$ cat src/rtl/alu_rs.sv
// Reservation station feeding the integer ALU: holds dispatched ops until both
// operands are captured (at dispatch or from the ALU/LSB CDBs) and issues one per cycle.
module alu_rs #(
  parameter int RS_SIZE      = 8,
  parameter int ROB_ID_WIDTH = 3,
  parameter int OP_WIDTH     = 7,
  parameter int VAL_WIDTH    = 32,
  parameter int ADDR_WIDTH   = 32
) (
  input  logic                    clk,
  input  logic                    rst_in,
  input  logic                    rdy_in,
  input  logic                    clear_in,
  input  logic                    disp_valid,
  input  logic [OP_WIDTH-1:0]     disp_op,
  input  logic                    disp_rs1_rdy,
  input  logic [VAL_WIDTH-1:0]    disp_rs1_val,
  input  logic [ROB_ID_WIDTH:0]   disp_rs1_tag,
  input  logic                    disp_rs2_rdy,
  input  logic [VAL_WIDTH-1:0]    disp_rs2_val,
  input  logic [ROB_ID_WIDTH:0]   disp_rs2_tag,
  input  logic [ROB_ID_WIDTH:0]   disp_entry,
  input  logic [ADDR_WIDTH-1:0]   disp_pc,
  output logic                    rs_full,
  input  logic                    alu_cdb_valid,
  input  logic [ROB_ID_WIDTH:0]   alu_cdb_entry,
  input  logic [VAL_WIDTH-1:0]    alu_cdb_val,
  input  logic                    lsb_cdb_valid,
  input  logic [ROB_ID_WIDTH:0]   lsb_cdb_entry,
  input  logic [VAL_WIDTH-1:0]    lsb_cdb_val,
  output logic                    execute,
  output logic [OP_WIDTH-1:0]     op_type,   // issued op ("type" is a reserved word)
  output logic [VAL_WIDTH-1:0]    val1,
  output logic [VAL_WIDTH-1:0]    val2,
  output logic [ROB_ID_WIDTH:0]   entry,
  output logic [ADDR_WIDTH-1:0]   nowPC
);

  localparam int IDX_W = (RS_SIZE > 1) ? $clog2(RS_SIZE) : 1;
  localparam int TAG_W = ROB_ID_WIDTH + 1;

  logic [RS_SIZE-1:0]    busy_reg;
  logic [RS_SIZE-1:0]    rdy1_reg;
  logic [RS_SIZE-1:0]    rdy2_reg;
  logic [OP_WIDTH-1:0]   op_reg  [RS_SIZE];
  logic [VAL_WIDTH-1:0]  v1_reg  [RS_SIZE];
  logic [VAL_WIDTH-1:0]  v2_reg  [RS_SIZE];
  logic [TAG_W-1:0]      t1_reg  [RS_SIZE];
  logic [TAG_W-1:0]      t2_reg  [RS_SIZE];
  logic [TAG_W-1:0]      dst_reg [RS_SIZE];
  logic [ADDR_WIDTH-1:0] pc_reg  [RS_SIZE];

  logic [RS_SIZE-1:0]    ready_vec;
  logic [RS_SIZE-1:0]    w1_rdy;
  logic [RS_SIZE-1:0]    w2_rdy;
  logic [VAL_WIDTH-1:0]  w1_val [RS_SIZE];
  logic [VAL_WIDTH-1:0]  w2_val [RS_SIZE];

  logic                  sel_found;
  logic [IDX_W-1:0]      sel_idx;
  logic                  free_found;
  logic [IDX_W-1:0]      free_idx;
  logic [IDX_W:0]        busy_cnt;
  logic                  d1_rdy;
  logic                  d2_rdy;
  logic [VAL_WIDTH-1:0]  d1_val;
  logic [VAL_WIDTH-1:0]  d2_val;

  // Eligibility uses registered state only, so a wakeup takes effect next cycle.
  genvar gi;
  generate
    for (gi = 0; gi < RS_SIZE; gi++) begin : g_ready
      assign ready_vec[gi] = busy_reg[gi] & rdy1_reg[gi] & rdy2_reg[gi];
    end
  endgenerate

  always_comb begin
    for (int i = 0; i < RS_SIZE; i++) begin
      w1_rdy[i] = rdy1_reg[i];
      w1_val[i] = v1_reg[i];
      w2_rdy[i] = rdy2_reg[i];
      w2_val[i] = v2_reg[i];
      if (!rdy1_reg[i]) begin
        if (alu_cdb_valid && alu_cdb_entry == t1_reg[i]) begin
          w1_rdy[i] = 1'b1;
          w1_val[i] = alu_cdb_val;
        end else if (lsb_cdb_valid && lsb_cdb_entry == t1_reg[i]) begin
          w1_rdy[i] = 1'b1;
          w1_val[i] = lsb_cdb_val;
        end
      end
      if (!rdy2_reg[i]) begin
        if (alu_cdb_valid && alu_cdb_entry == t2_reg[i]) begin
          w2_rdy[i] = 1'b1;
          w2_val[i] = alu_cdb_val;
        end else if (lsb_cdb_valid && lsb_cdb_entry == t2_reg[i]) begin
          w2_rdy[i] = 1'b1;
          w2_val[i] = lsb_cdb_val;
        end
      end
    end
  end

  // Same-cycle CDB bypass for operands that arrive pending at dispatch.
  always_comb begin
    d1_rdy = disp_rs1_rdy;
    d1_val = disp_rs1_val;
    d2_rdy = disp_rs2_rdy;
    d2_val = disp_rs2_val;
    if (!disp_rs1_rdy) begin
      if (alu_cdb_valid && alu_cdb_entry == disp_rs1_tag) begin
        d1_rdy = 1'b1;
        d1_val = alu_cdb_val;
      end else if (lsb_cdb_valid && lsb_cdb_entry == disp_rs1_tag) begin
        d1_rdy = 1'b1;
        d1_val = lsb_cdb_val;
      end
    end
    if (!disp_rs2_rdy) begin
      if (alu_cdb_valid && alu_cdb_entry == disp_rs2_tag) begin
        d2_rdy = 1'b1;
        d2_val = alu_cdb_val;
      end else if (lsb_cdb_valid && lsb_cdb_entry == disp_rs2_tag) begin
        d2_rdy = 1'b1;
        d2_val = lsb_cdb_val;
      end
    end
  end

  always_comb begin
    sel_found  = 1'b0;
    sel_idx    = '0;
    free_found = 1'b0;
    free_idx   = '0;
    busy_cnt   = '0;
    for (int i = RS_SIZE - 1; i >= 0; i--) begin
      if (ready_vec[i]) begin
        sel_found = 1'b1;
        sel_idx   = IDX_W'(i);
      end
      if (!busy_reg[i]) begin
        free_found = 1'b1;
        free_idx   = IDX_W'(i);
      end
      busy_cnt = busy_cnt + {{IDX_W{1'b0}}, busy_reg[i]};
    end
  end

  assign rs_full = (busy_cnt == (IDX_W+1)'(RS_SIZE)) ||
                   ((busy_cnt == (IDX_W+1)'(RS_SIZE - 1)) && disp_valid);

  always_ff @(posedge clk) begin
    if (!rst_in) begin
      busy_reg <= '0;
      execute  <= 1'b0;
      op_type  <= '0;
      val1     <= '0;
      val2     <= '0;
      entry    <= '0;
      nowPC    <= '0;
    end else if (rdy_in) begin
      if (clear_in) begin
        busy_reg <= '0;
        execute  <= 1'b0;
      end else begin
        for (int i = 0; i < RS_SIZE; i++) begin
          if (busy_reg[i]) begin
            rdy1_reg[i] <= w1_rdy[i];
            v1_reg[i]   <= w1_val[i];
            rdy2_reg[i] <= w2_rdy[i];
            v2_reg[i]   <= w2_val[i];
          end
        end
        // The selected slot is busy and the free slot is not, so they never collide.
        if (sel_found) begin
          execute           <= 1'b1;
          op_type           <= op_reg[sel_idx];
          val1              <= v1_reg[sel_idx];
          val2              <= v2_reg[sel_idx];
          entry             <= dst_reg[sel_idx];
          nowPC             <= pc_reg[sel_idx];
          busy_reg[sel_idx] <= 1'b0;
        end else begin
          execute <= 1'b0;
        end
        if (disp_valid && free_found) begin
          busy_reg[free_idx] <= 1'b1;
          op_reg[free_idx]   <= disp_op;
          rdy1_reg[free_idx] <= d1_rdy;
          v1_reg[free_idx]   <= d1_val;
          t1_reg[free_idx]   <= disp_rs1_tag;
          rdy2_reg[free_idx] <= d2_rdy;
          v2_reg[free_idx]   <= d2_val;
          t2_reg[free_idx]   <= disp_rs2_tag;
          dst_reg[free_idx]  <= disp_entry;
          pc_reg[free_idx]   <= disp_pc;
        end
      end
    end
  end

endmodule
$ cat config.mk
export PLATFORM = sky130hd
export DESIGN_NAME = alu_rs
export DESIGN_NICKNAME = d
export VERILOG_FILES = /design/src/rtl/alu_rs.sv
export SDC_FILE = /design/constraint.sdc
export NUM_CORES = 2
export LEC_CHECK = 0
export CORE_MARGIN = 8
export CORE_UTILIZATION = 65
export DETAILED_ROUTE_END_ITERATION = 7
export GPL_ROUTABILITY_DRIVEN = 0
export PLACE_DENSITY = 0.86
export SLEW_MARGIN = 20
export SYNTH_ARGS = -nofsm -noshare
export SYNTH_HDL_FRONTEND = slang
export SYNTH_SLANG_ARGS = --single-unit
$ cat constraint.sdc
create_clock -name clk -period 14.8 [get_ports clk]
set_input_delay 3.7 -clock clk [delete_from_list [all_inputs] [get_ports clk]]
set_output_delay 3.7 -clock clk [all_outputs]
set_load 0.02 [all_outputs]
==> impl_metrics.env <==
export IMPL_path_buf_inv=2
export IMPL_netSwitchingPower_mw=1.47
export IMPL_async_reset_ff_share_pct=0
export IMPL_power_density_nw_per_um2=103
export IMPL_tightest_slew_ns=1.21
export IMPL_drc=1
export IMPL_crit_family="buffers and inverters"
export IMPL_die_h_um=306
export IMPL_period_share_pct=61.4
export IMPL_hold_depth=2
export IMPL_synth_edff_count=936
export IMPL_firstDrtPassIters=8
export IMPL_avgSynthCellArea_um2=11.8
export IMPL_path_clk_slew_ns=0.06
export IMPL_area_growth_pct=12.6
export IMPL_p_int_mw=4.86
export IMPL_grt_max_degree=150
export IMPL_cp_start_kind="input pin"
export IMPL_path_max_fanout=7
export IMPL_cpMostUsedCell="clkdlybuf4s50_1"
export IMPL_seqPwrFrac_pct=51.4
export IMPL_setup_viol=0
export IMPL_cpPeakStageDelay_ns=0.66
export IMPL_r2r_end="t1_reg[4][3]"
export IMPL_ys_warn_count=0
export IMPL_status="finished, violations left"
export IMPL_drive_gt1_share_pct=9.65
export IMPL_worst_slack_ns=5.72
export IMPL_cts_path_max_buffers=3
export IMPL_cts_tree="built"
export IMPL_min_period_ns=9.08
export IMPL_route_antenna_remaining_nets=0
export IMPL_core_um2=83400
export IMPL_synth_nets=4815
export IMPL_arrival_ns=5.38
export IMPL_cts_hold_fix_buffers=0
export IMPL_reg2reg_depth=7
export IMPL_rr_startpoint="busy_reg[0]"
export IMPL_max_freq_ghz=0.110
export IMPL_hold_end="val2[30]"
export IMPL_dieArea_um2=93500
export IMPL_fp_dieW_um=306
export IMPL_slowest_stage="clkdlybuf4s50_1"
export IMPL_portBuffers=304
export IMPL_synth_area_um2=54600
export IMPL_irDropWorstVdd_uv=87.4
export IMPL_grt_first_pass_wirelength_mm=262
export IMPL_nNetsFinal=4843
export IMPL_wirelength_mm=178
export IMPL_post_place_ws_ns=5.71
export IMPL_cts_buffers=102
export IMPL_fin_skew_ns=0.0370
export IMPL_wl_per_cell_um=30.6
export IMPL_clk_insertion_delay_late_ns=0.70
export IMPL_p_comb_share_pct=7.6
export IMPL_maxCapViolCount=0
export IMPL_rsz0062_at_grt="no"
export IMPL_cp_end_kind="primary output"
export IMPL_cts_resized_gates=0
export IMPL_clkSinkCount=1052
export IMPL_p_sw_share_pct=23.2
export IMPL_tns_ns=0
export IMPL_htreeDepth=3
export IMPL_antenna_found_initial=5
export IMPL_drv_slew=0
export IMPL_grt_total_usage_pct=36.2
export IMPL_dp_hpwl_mm=96.3
export IMPL_synth_ff_latch_count=1052
export IMPL_initialDrtViolationCount=6377
export IMPL_overflow=0
export IMPL_post_cts_buffers=0
export IMPL_crit_required_ns=11.10
export IMPL_ys_flop_type="edfxtp_1"
export IMPL_root_buffer="clkbuf_16"
export IMPL_viasPerCell=7.38
export IMPL_cp_cell_sequence="clkdlybuf4s50_1 -> nand3_1 -> o22ai_1 -> clkdlybuf4s50_1"
export IMPL_final_common_cell="edfxtp_1"
export IMPL_io_pin_count=305
export IMPL_leakage_nw=20.0
export IMPL_synth_seq_area_share_pct=55.8
export IMPL_violations="design-rule violations"
export IMPL_ys_types=66
export IMPL_pwr_share_clk_pct=41.0
export IMPL_worstHoldStart="val2[30]"
export IMPL_hold_path_class="reg -> reg"
export IMPL_grt_pass1_vias=43100
export IMPL_vias=42800
export IMPL_initial_utilization_pct=65.4
export IMPL_r2r_slack_ns=10.70
export IMPL_layout_common_cells="edfxtp_1, mux2i_1, a21oi_1"
export IMPL_relSlewSlack_pct=19.5
export IMPL_hold_viol_final=0
export IMPL_rows=106
export IMPL_worstSetupPathType="in -> out"
export IMPL_synthesis_instances=4612
-- layer usage --
metal  track usage [%]  wire length [µm]  up-vias
met5                 0                13        -
met4              19.8              9890        2
met3              8.64             25200      768
met2              58.2             81800     3675
met1              45.4             60600    20600
li1                  -                 -    17800
-- worst max-delay path by stage --
stage | cells past startpoint | slack (ns) | startpoint | end
finish | 4 | 5.72 | disp_valid | rs_full
global route | 4 | 5.69 | disp_valid | rs_full
CTS | 4 | 5.71 | disp_valid | rs_full
detailed placement | 4 | 5.71 | disp_valid | rs_full
global placement | 4 | 5.65 | disp_valid | rs_full
floorplan | 2 | 6.98 | disp_valid | rs_full
-- per-stage QoR --
step / util [%] / hold WS (ns) / instances / area (µm²) / total power, mW
2_1_floorplan: - / 0.503 / 4612 / 54600 / 3.59
3_3_place_gp: 69.7 / 0.436 / 5615 / 58100 / 3.76
3_5_place_dp: 69.7 / 0.440 / 5616 / 58100 / 3.78
4_1_cts: 73.6 / 0.454 / 5805 / 61400 / 6.30
5_1_grt: 73.6 / 0.483 / 5808 / 61400 / 6.45
6_report: 73.6 / 0.453 / 5808 / 61400 / 6.32
-- logic make-up (layout without fill, tap and decap cells) --
logic type	Yosys count	in the layout	synth area share (%)
flops	1052	1052	55.8
simple gates	889	889	8.56
mux	650	650	12.1
buf+inv	531	644	4.23
xor+xnor	141	141	2.26
other cells	0	3	0
compound gates	1342	1342	16.9
fa+ha+maj	7	7	0.216
-- cell type report --
type	count	area, µm²
Multi-Input combinational cell	3029	22300
Sequential cell	1052	30400
Fill cell	5254	22000
Tap cell	1080	1350
Antenna cell	3	7.51
Clock buffer	148	2840
Clock inverter	41	449
Timing Repair Buffer	433	4030
Inverter	22	82.6
-- synthesized netlist by cell type, types with 21 or more instances --
library cell	instances	area share, %
a211o_1	45	0.72
a211oi_1	255	3.5
a21oi_1	477	4.4
a222oi_1	44	0.81
a22o_1	105	1.7
a2bb2oi_2	45	1.2
and3_1	74	0.85
buf_1	37	0.25
buf_2	93	0.85
clkbuf_1	345	2.4
dfxtp_1	116	4.3
edfxtp_1	936	52
inv_1	21	0.14
mux2_2	65	1.3
mux2i_1	585	11
nand2_1	235	1.6
nand3_1	222	2.0
nor2_1	24	0.17
nor2b_1	205	2.3
nor3_1	69	0.63
nor4_1	29	0.33
o2111a_1	43	0.89
o21ai_0	190	1.7
o31ai_1	61	0.84
xnor2_1	35	0.56
xor2_1	106	1.7
-- worst reg2reg max path, delay by kind of cell (launching register included) --
| family | cells | cell delay, ns |
|---|---|---|
| and+or+nand+nor | 3 | 1.22 |
| DFF | 1 | 0.64 |
| AOI/OAI and AO/OA | 1 | 0.36 |
| buffers and inverters | 3 | 1.44 |
-- power groups by stage --
stage | sequential [mW] | clock, mW | combinational [mW]
floorplan | 3.32 | 0 | 0.275
global placement | 3.31 | 0 | 0.441
detailed placement | 3.32 | 0 | 0.461
CTS | 3.25 | 2.58 | 0.465
global route | 3.25 | 2.69 | 0.504
finish | 3.25 | 2.59 | 0.481
Note: power is estimated with default switching activity, not from simulation.
